==> config.mk <==
export PLATFORM = sky130hd
export DESIGN_NAME = reduce_arbiter
export DESIGN_NICKNAME = d
export VERILOG_FILES = /design/src/rtl/reduce_pkg.sv /design/src/rtl/rr_arbiter.sv /design/src/rtl/reduce_arbiter.sv
export SDC_FILE = /design/constraint.sdc
export NUM_CORES = 1
export LEC_CHECK = 0
export CORE_MARGIN = 1.5
export CORE_UTILIZATION = 47
export CTS_CLUSTER_DIAMETER = 150
export CTS_CLUSTER_SIZE = 8
export DETAILED_ROUTE_END_ITERATION = 12
export PLACE_DENSITY = 0.89
export SYNTH_ARGS = -nofsm -noshare
export SYNTH_HDL_FRONTEND = slang
export SYNTH_SLANG_ARGS = --single-unit
==> constraint.sdc <==
create_clock -name clk -period 9.55 [get_ports clk]
set_clock_uncertainty 0.05 [all_clocks]
set_input_delay 1.91 -clock clk [delete_from_list [all_inputs] [get_ports clk]]
set_output_delay 1.91 -clock clk [all_outputs]
set_load 0.01 [all_outputs]
==> src/rtl/reduce_pkg.sv <==
// reduce_pkg: op encodings, FSM states and operand count shared by the reduction arbiter.
package reduce_pkg;
  localparam int NUM_OPERANDS = 8;
  localparam logic [1:0] OP_AND    = 2'b00;
  localparam logic [1:0] OP_OR     = 2'b01;
  localparam logic [1:0] OP_XOR    = 2'b10;
  localparam logic [1:0] OP_ANDRED = 2'b11;
  typedef enum logic [1:0] {IDLE, RUN, HOLD} state_e;
  function automatic logic ident_ones(input logic [1:0] op);
    return (op == OP_AND) || (op == OP_ANDRED);
  endfunction
endpackage

==> src/rtl/rr_arbiter.sv <==
// rr_arbiter: combinational round-robin pick, searching upward from ptr+1 with wrap.
module rr_arbiter #(
  parameter int NUM_REQ = 4
) (
  input  logic [NUM_REQ-1:0]         req,
  input  logic [$clog2(NUM_REQ)-1:0] ptr,
  output logic [NUM_REQ-1:0]         gnt,
  output logic [$clog2(NUM_REQ)-1:0] gnt_idx,
  output logic                       any_grant
);
  localparam int IW = $clog2(NUM_REQ);
  logic [IW-1:0] idx;
  // Walk from the farthest offset down so the nearest requester after ptr wins.
  always_comb begin
    gnt_idx = '0;
    any_grant = 1'b0;
    idx = '0;
    for (int i = NUM_REQ; i >= 1; i--) begin
      idx = IW'((int'(ptr) + i) % NUM_REQ);
      if (req[idx]) begin
        gnt_idx = idx;
        any_grant = 1'b1;
      end
    end
  end
  assign gnt = any_grant ? ({{(NUM_REQ-1){1'b0}}, 1'b1} << gnt_idx) : '0;
endmodule

==> src/rtl/reduce_arbiter.sv <==
// reduce_arbiter: round-robin scheduler sharing one 8-operand bitwise reduction datapath.
module reduce_arbiter
  import reduce_pkg::*;
#(
  parameter int NUM_REQ  = 4,
  parameter int Port_Num = 2,
  parameter int WIDTH    = 8
) (
  input  logic                                  clk,
  input  logic                                  rst_n,
  input  logic [NUM_REQ-1:0]                    req_valid,
  output logic [NUM_REQ-1:0]                    req_ready,
  input  logic [2*NUM_REQ-1:0]                  req_op,
  input  logic [NUM_REQ*NUM_OPERANDS*WIDTH-1:0] req_data,
  output logic                                  out_valid,
  input  logic                                  out_ready,
  output logic [WIDTH-1:0]                      out_q,
  output logic [$clog2(NUM_REQ)-1:0]            out_id,
  output logic                                  busy
);
  localparam int IW    = $clog2(NUM_REQ);
  localparam int DW    = NUM_OPERANDS * WIDTH;
  localparam int BEATS = NUM_OPERANDS / Port_Num;
  localparam int BW    = (BEATS > 1) ? $clog2(BEATS) : 1;

  if (!(Port_Num == 1 || Port_Num == 2 || Port_Num == 4 || Port_Num == 8)) begin : g_bad_port_num
    $error("reduce_arbiter: Port_Num must be 1, 2, 4 or 8");
  end
  if (NUM_REQ < 2) begin : g_bad_num_req
    $error("reduce_arbiter: NUM_REQ must be at least 2");
  end

  state_e            state_q;
  logic [BW-1:0]     beat_q;
  logic [1:0]        op_q;
  logic [DW-1:0]     data_q;
  logic [WIDTH-1:0]  acc_q, acc_d, opnd, res_q;
  logic [IW-1:0]     id_q, ptr_q, gnt_idx;
  logic [NUM_REQ-1:0] gnt;
  logic              any_grant, last_beat;
  logic [1:0]        sel_op;

  rr_arbiter #(.NUM_REQ(NUM_REQ)) u_arb (
    .req       (req_valid),
    .ptr       (ptr_q),
    .gnt       (gnt),
    .gnt_idx   (gnt_idx),
    .any_grant (any_grant)
  );

  assign sel_op    = req_op[2*int'(gnt_idx) +: 2];
  assign last_beat = beat_q == BW'(BEATS-1);
  assign req_ready = (rst_n && state_q == IDLE) ? gnt : '0;
  assign out_valid = state_q == HOLD;
  assign busy      = state_q != IDLE;
  assign out_q     = res_q;
  assign out_id    = id_q;

  // Fold this beat's Port_Num operands into the accumulator.
  always_comb begin
    acc_d = acc_q;
    opnd = '0;
    for (int j = 0; j < Port_Num; j++) begin
      opnd = data_q[(int'(beat_q)*Port_Num + j)*WIDTH +: WIDTH];
      acc_d = (op_q == OP_OR)  ? (acc_d | opnd) :
              (op_q == OP_XOR) ? (acc_d ^ opnd) : (acc_d & opnd);
    end
  end

  always_ff @(posedge clk or negedge rst_n) begin
    if (!rst_n) begin
      state_q <= IDLE;
      beat_q  <= '0;
      op_q    <= OP_AND;
      data_q  <= '0;
      acc_q   <= '0;
      res_q   <= '0;
      id_q    <= '0;
      ptr_q   <= IW'(NUM_REQ-1);
    end else begin
      case (state_q)
        IDLE: if (any_grant) begin
          data_q  <= req_data[int'(gnt_idx)*DW +: DW];
          op_q    <= sel_op;
          acc_q   <= ident_ones(sel_op) ? '1 : '0;
          beat_q  <= '0;
          id_q    <= gnt_idx;
          ptr_q   <= gnt_idx;
          state_q <= RUN;
        end
        RUN: begin
          acc_q  <= acc_d;
          beat_q <= last_beat ? '0 : beat_q + BW'(1);
          if (last_beat) begin
            res_q   <= (op_q == OP_ANDRED) ? WIDTH'(&acc_d) : acc_d;
            state_q <= HOLD;
          end
        end
        HOLD: if (out_ready) state_q <= IDLE;
        default: state_q <= IDLE;
      endcase
    end
  end
endmodule

* Word level (Yosys, flattened, before mapping)
Cells that the tools add are included.
Word-level totals: logic and storage cells 83, output and inout bits 16, flip-flop bits (word level) 90, input port bits 271
Cells by class: reductions and logical operators 11, bitwise logic cells 6, shift operators 5, order comparisons 4, muxes and demuxes 33, eq/ne operators 10, add/sub/neg operators 6
Operator list (count):
- $shiftx A256 B9 Y64 | 1
- $shiftx A64 B7 Y8 | 1
- $shiftx A64 B8 Y8 | 1
- $mux W8 | 7
- $mux W2 | 9
- $and A8 B8 Y8 | 2
- $or A8 B8 Y8 | 2
- $pmux W8 S2 | 1
- $xor A8 B8 Y8 | 2
- $lt A2 B3 Y1 const B | 4
- $eq A2 B2 Y1 const B | 5
- $bmux W1 S2 | 4
- $mux W1 | 8
- $mux W4 | 2
- $reduce_and A8 Y1 | 1
- $shiftx A8 B4 Y2 | 1
- $add A2 B1 Y2 const B | 3
- $pmux W2 S3 | 1
- $reduce_and A2 Y1 | 3
- $add A2 B2 Y2 const B | 2
- $add A3 B1 Y4 const B | 1
- $eq A2 B1 Y1 const B | 2
- $logic_not A2 Y1 | 2
- $ne A2 B1 Y1 const B | 2
- 7 further kinds | 8

* Depth between registers and ports, before layout
Gate-level depths: netlist of the first run.
depth in word-level cells 13, gate-level depth with buffers 16, mapped depth without buffers 14

* Hierarchy
A second synthesis of the first run with hierarchy kept.
Second synthesis, totals: cell total of the unflattened synthesis 644, area total of the unflattened synthesis 6600.1 um2
Modules (own cells, without submodules):
- reduce_arbiter | cells an instance 616, times used 1, area each 6422.4 um2
- rr_arbiter | cells an instance 28, times used 1, area each 177.7 um2

* Least setup slack after synthesis of the first run
Ideal clock, no wire load.
path kind in2out, start input req_valid[1], end output req_ready[2], buffers on the path 3, setup slack 4.384 ns, data required time 7.590 ns, data arrival time 3.206 ns, stages on the path 6, path through buf_2 -> o21ai_1 -> o211a_1 -> clkbuf_1 -> clkbuf_1 -> and3_1
Between the ends: cells in the longest elaborated chain, start to end 9, elaborated cells between the ends (all ways) 19, classes of those cells shift: 1; mux: 18
RTL lines:
- start: declaration | RTL line reduce_arbiter.sv:11 | input logic [NUM_REQ-1:0] req_valid,
- $bmux W1 S2 | RTL line rr_arbiter.sv:20 | if (req[idx]) begin
- $mux W1 (implied by the code) | RTL line rr_arbiter.sv:20
- $mux W2 (4 in series) | RTL line rr_arbiter.sv:20
- $shl A1 B2 Y4 | RTL line rr_arbiter.sv:26 | assign gnt = any_grant ? ({{(NUM_REQ-1){1'b0}}, 1'b1} << gnt_idx) : '0;
- $mux W4 (*) | RTL line rr_arbiter.sv:26
- $mux W4 (*) | RTL line reduce_arbiter.sv:53 | assign req_ready = (rst_n && state_q == IDLE) ? gnt : '0;
- end: declaration | RTL line reduce_arbiter.sv:12 | output logic [NUM_REQ-1:0] req_ready,
Every way passes the cells marked *; elsewhere a longest branch is shown, timed or not. The select of a mux whose other input is x is not followed.

* Final worst setup path of the first run
Same ends and word-level chain as after synthesis.

==> flow_summary.ini, run 1 <==
[outcome]
status = complete, no violations

[yosys]
synth_common_cells = nand2_1, a21oi_1, dfrtp_1
synth-warning-count = 0
yosys-top-cells-area = dfrtp_1, nand2_1, a221o_1
ys_seq_elements = 90
synth-edff-count = 0
ys_seq_area_share_pct = 33.2
synthDistinctLibCells = 51
synth_top_cell_area_share_pct = 32.5
synthMostInstantiatedCell = nand2_1
synth_cells = 757
synth_ff_type = dfrtp_1
syn_avg_cell_area_um2 = 8.96
synth_area_um2 = 6790
syn_nets = 1061
yosysTopAreaCell = dfrtp_1
async_reset_ff_share_pct = 100

[clock_network]
cts_max_path_buffers = 2
cts_hold_buf = 0
root_buffer = clkbuf_16
cts_resized = 0
clkTransAtPathRegs_ps = 60
cts_num_sinks = 90
cts-buffers-inserted = 9
postCtsSetupBuffers = 0
htree_levels = 3
clk_latency_ps = 340
cts_tree = yes

[detailed_routing]
wl_per_cell_um = 19.3
drt-pass1-iter-count = 5
drc_errors = 0
via_count = 7007
ant_nets = 0
viasPerCell = 5.92
routed_wl_um = 22900
drt_iter0_drc = 509

[timing]
period_minus_slack_ps = 6390
relSlewSlack_pct = 32.4
hold_viol_final = 0
finalSetupViolations = 0
max_freq_mhz = 157
post-route-period-util_pct = 66.9
rsz0062_at_grt = false
timing_max_transition_violations_final = 0
tightestPinTransition_ps = 1010
tns_ps = 0

[power]
power.leakage_nw = 4.16
vdd_drop_max_v = 0.000177
powerDensity_nw_per_um2 = 304

[floorplanning]
die-area_um2 = 15200
dieWidth_um = 123
io-pin-count = 287
rows = 43
die_height_um = 123
core_um2 = 14000
initial_utilization_pct = 48.5

[min_path]
hold_path.class = register to register

[layout]
final_core_util_pct = 71.5
area_growth_pct = 47.5
layout.cells.non_filler = 1183
register_area_um2 = 2250
postLayoutCellArea_um2 = 10000
layout-drive-gt1-share_pct = 8.38
nFillCells = 1079
final_nets = 1302
multiInputGateArea_um2 = 4110

[global_routing]
grt_pass1_wl_um = 35400
grt_pass1_vias = 6866
grt_max_degree = 86
track_usage_pct = 30.4
overflow = 0
antenna_found_initial = 0

[run]
drv_cap = 0

[place]
portBuffers = 286
gp_congestion = 0.882
placed_cells = 1167
dp_hpwl_um = 16900
place_area_um2 = 9690

[critical_path]
critPathKind = input port to output pin
crit_fanout = 46
required_ps = 7590
end_kind = output pin
worstPathArrival_ps = 4430
cp-start-kind = input port
==> state kept, by name (all words and copies together) (netlist names) <==
register and count:
beat_q 2, op_q 2, ptr_q 2, out_q 8, acc_q 8, out_id 2, state_q 2, data_q 64
==> report_power, final <==
group / internal, mW / switching [mW] / total [mW]
sequential: 0.587 / 0.161 / 0.747
clock: 0.229 / 0.153 / 0.382
combinational: 0.907 / 1.01 / 1.91
==> final cells by class <==
cell class                 count  area share, %
antenna                        1         0.0250
clock buffer                   9           2.25
clock inverter                 6          0.925
inverter                      41           1.54
multi-input combinational    559           41.1
sequential                    90           22.5
tap                          180           2.25
timing repair buffer         297           29.4
==> layer usage <==
layer	track usage [%]	part of all wire, %	wire length (um)	vias to the layer above
li1	-	-	-	3239
met1	38.9	40	9180	3419
met2	52.5	51	11700	307
met3	5.67	6.2	1420	42
met4	8.76	2.6	605	0
met5	0	0	0	-
==> critical path, cell delays in order <==
cell and delay (ps):
clkdlybuf4s50_1 620, o21ai_1 450, o211a_1 210, buf_4 430, and3_1 240, clkdlybuf4s50_1 550
==> logic make-up after synthesis <==
kind of cell	Yosys count	synth area share, %
fa+ha+maj	33	6.09
compound gates	239	25.6
simple gates	208	12.9
mux	74	14.4
flops	90	33.2
xor+xnor	5	0.756
buf+inv	108	7.06
==> path summary, 6_finish.rpt <==
path / from / to / slack (ps) / cells after the start
max in group asynchronous: rst_n / out_q[6] / 6850 / 2
min reg2reg: out_q[3] / out_q[3] / 430 / 2
min: out_q[3] / out_q[3] / 430 / 2
min in group asynchronous: rst_n / out_id[0] / 1470 / 1
max reg2reg: beat_q[1] / out_q[0] / 5790 / 10
max: req_valid[1] / req_ready[2] / 3160 / 6
==> placed cells by master (no fill, tap or decap), types with 9 or more instances in the layout <==
cell	count
a221o_1	45
o211ai_1	14
o21ai_0	17
a21oi_1	89
inv_1	41
mux2_2	29
o22a_1	45
mux4_2	16
ha_1	33
dfrtp_1	88
clkbuf_16	9
mux2i_1	28
clkdlybuf4s50_1	285
nor2_1	31
nand2_1	139
buf_4	12
nand3_1	11
==> per-stage QoR <==
step	power (mW)	setup WS [ps]	hold WS, ps
5_1_grt	3.30	3020	464
6_report	3.04	3160	426
4_1_cts	3.04	3140	433
3_3_place_gp	2.57	3160	411
3_5_place_dp	2.64	3150	420
2_1_floorplan	2.08	4380	426
Power figures use the tool's default switching activity.
==> run 2, diff against run 1 <==
--- a/config.mk
+++ b/config.mk
@@ -6,11 +6,11 @@
 export NUM_CORES = 1
 export LEC_CHECK = 0
 export CORE_MARGIN = 1.5
-export CORE_UTILIZATION = 47
+export CORE_UTILIZATION = 40
 export CTS_CLUSTER_DIAMETER = 150
 export CTS_CLUSTER_SIZE = 8
 export DETAILED_ROUTE_END_ITERATION = 12
-export PLACE_DENSITY = 0.89
+export PLACE_DENSITY = 0.81
 export SYNTH_ARGS = -nofsm -noshare
 export SYNTH_HDL_FRONTEND = slang
 export SYNTH_SLANG_ARGS = --single-unit
==> constraint.sdc (replaced) <==
create_clock -name clk -period 5.5 [get_ports clk]
set_clock_uncertainty 0.05 [all_clocks]
set_input_delay 1.1 -clock clk [delete_from_list [all_inputs] [get_ports clk]]
set_output_delay 1.1 -clock clk [all_outputs]
set_load 0.01 [all_outputs]
==> run 2 against run 1 <==
Count of clock-buffer cells in the layout rose by 3. Wire length rose by 1.5%. Combinational power rose by 74%. Final cell count rose by 3.6%. Clock power rose by 82%. Non-clock buffer count rose by 2. Worst setup slack got worse by 2300 ps. Critical path depth did not move. Register-to-register slack got worse by 4100 ps. Total power rose by 76%. Hold slack barely moved. Core utilization fell by 11 points. Critical endpoint is now req_ready[1]. Largest cell class unchanged. Largest power group unchanged. Highest routed layer unchanged.
==> flow_summary.ini, run 2 (synthesis results as in run 1) <==
[outcome]
status = complete, no violations

[timing]
hold_viol_final = 0
finalSetupViolations = 0
period_minus_slack_ps = 4630
rsz0062_at_grt = false
tightestPinTransition_ps = 1050
relSlewSlack_pct = 29.9
post-route-period-util_pct = 84.3
timing_max_transition_violations_final = 0
hold_slack_ps = 426
tns_ps = 0
max_freq_mhz = 216

[power]
power.leakage_nw = 4.19
p_total_mw = 5.35
powerDensity_nw_per_um2 = 529
vdd_drop_max_v = 0.000235

[clock_network]
cts-buffers-inserted = 9
cts_max_path_buffers = 2
cts_tree = yes
clk_latency_ps = 350
root_buffer = clkbuf_16
cts_num_sinks = 90
cts_resized = 0
postCtsSetupBuffers = 0
cts_hold_buf = 0
htree_levels = 3
clkTransAtPathRegs_ps = 70

[min_path]
hold_path.class = register to register

[layout]
layout.cells.most_common = clkdlybuf4s50_1
largest_reg_flops = 64
diodes = 0
area_growth_pct = 48.9
final_nets = 1304
nFillCells = 1445
layout_common_cells = clkdlybuf4s50_1, nand2_1, a21oi_1
top_register = data_q
final_core_util_pct = 60.9
layout-drive-gt1-share_pct = 8.66

[global_routing]
grt_pass1_wl_um = 36400
overflow = 0
grt_pass1_vias = 7081
grt_max_degree = 78
track_usage_pct = 26.3
antenna_found_initial = 0

[detailed_routing]
routed_wl_um = 23200
drc_errors = 0
viasPerCell = 5.66
drt_iter0_drc = 519
ant_nets = 0
wl_per_cell_um = 19.0
drt-pass1-iter-count = 5
via_count = 6930

[floorplanning]
die_height_um = 133
rows = 47
initial_utilization_pct = 40.9
io-pin-count = 287
dieWidth_um = 133
die-area_um2 = 17800
core_um2 = 16600

[critical_path]
cp-start-kind = input port
crit_fanout = 20
end_kind = output pin
required_ps = 4350
worstPathArrival_ps = 3480
critPathKind = input port to output pin

[place]
gp_congestion = 0.830
portBuffers = 286
dp_hpwl_um = 17700

[run]
drv_cap = 0
## run 2: cell count changes in the layout (fill, tap and decap cells not counted), sizes merged
cell	change
clkbuf	+3
buf	+2
clkinv	-1
clkinvlp	-1
diode	-1
## run 2: metal layers
metal | up-vias | part of all wire, % | track usage, %
met5 | - | 0 | 0
met4 | 0 | 3.6 | 9.12
met3 | 53 | 5.4 | 5.48
met2 | 277 | 51 | 46.3
met1 | 3357 | 40 | 31.8
li1 | 3243 | - | -
## run 2: metrics by stage
step | instances | area, um^2 | worst slack [ps]
3_5_place_dp | 1209 | 9770 | 889
6_report | 1225 | 10100 | 866
3_3_place_gp | 1209 | 9770 | 957
2_1_floorplan | 757 | 6790 | 1950
4_1_cts | 1225 | 10100 | 890
5_1_grt | 1225 | 10100 | 769
## run 2: critical path, cell delays in order
cell and delay (ps):
clkdlybuf4s50_1 600, nor2b_1 400, nor2_1 80, o311a_1 540, and3_1 290, clkdlybuf4s50_1 470
## run 2: final timing paths
kind	end	slack, ps	startpoint	cells after the start
setup / recovery	req_ready[1]	870	req_valid[3]	6
hold / removal	out_q[2]	430	out_q[2]	2
setup reg to reg	out_q[0]	1710	beat_q[0]	12
hold reg to reg	out_q[2]	430	out_q[2]	2
max in group asynchronous	out_q[1]	3620	rst_n	2
min in group asynchronous	out_id[0]	700	rst_n	1
## run 2: final cells by class
type	count	area, um^2	area share [%]
repair buffers	299	2970	29.4
clock buffers	12	267	2.64
flip-flops and latches	90	2250	22.3
clock inverters	4	72.6	0.718
inverters	41	154	1.52
well taps	220	275	2.72
multi-input cells	559	4110	40.7
## run 2: where the power goes
group / internal [mW] / leakage (nW) / switching (mW)
registers: 1.02 / 1.03 / 0.318
logic: 1.59 / 3.00 / 1.73
clock network: 0.435 / 0.165 / 0.260
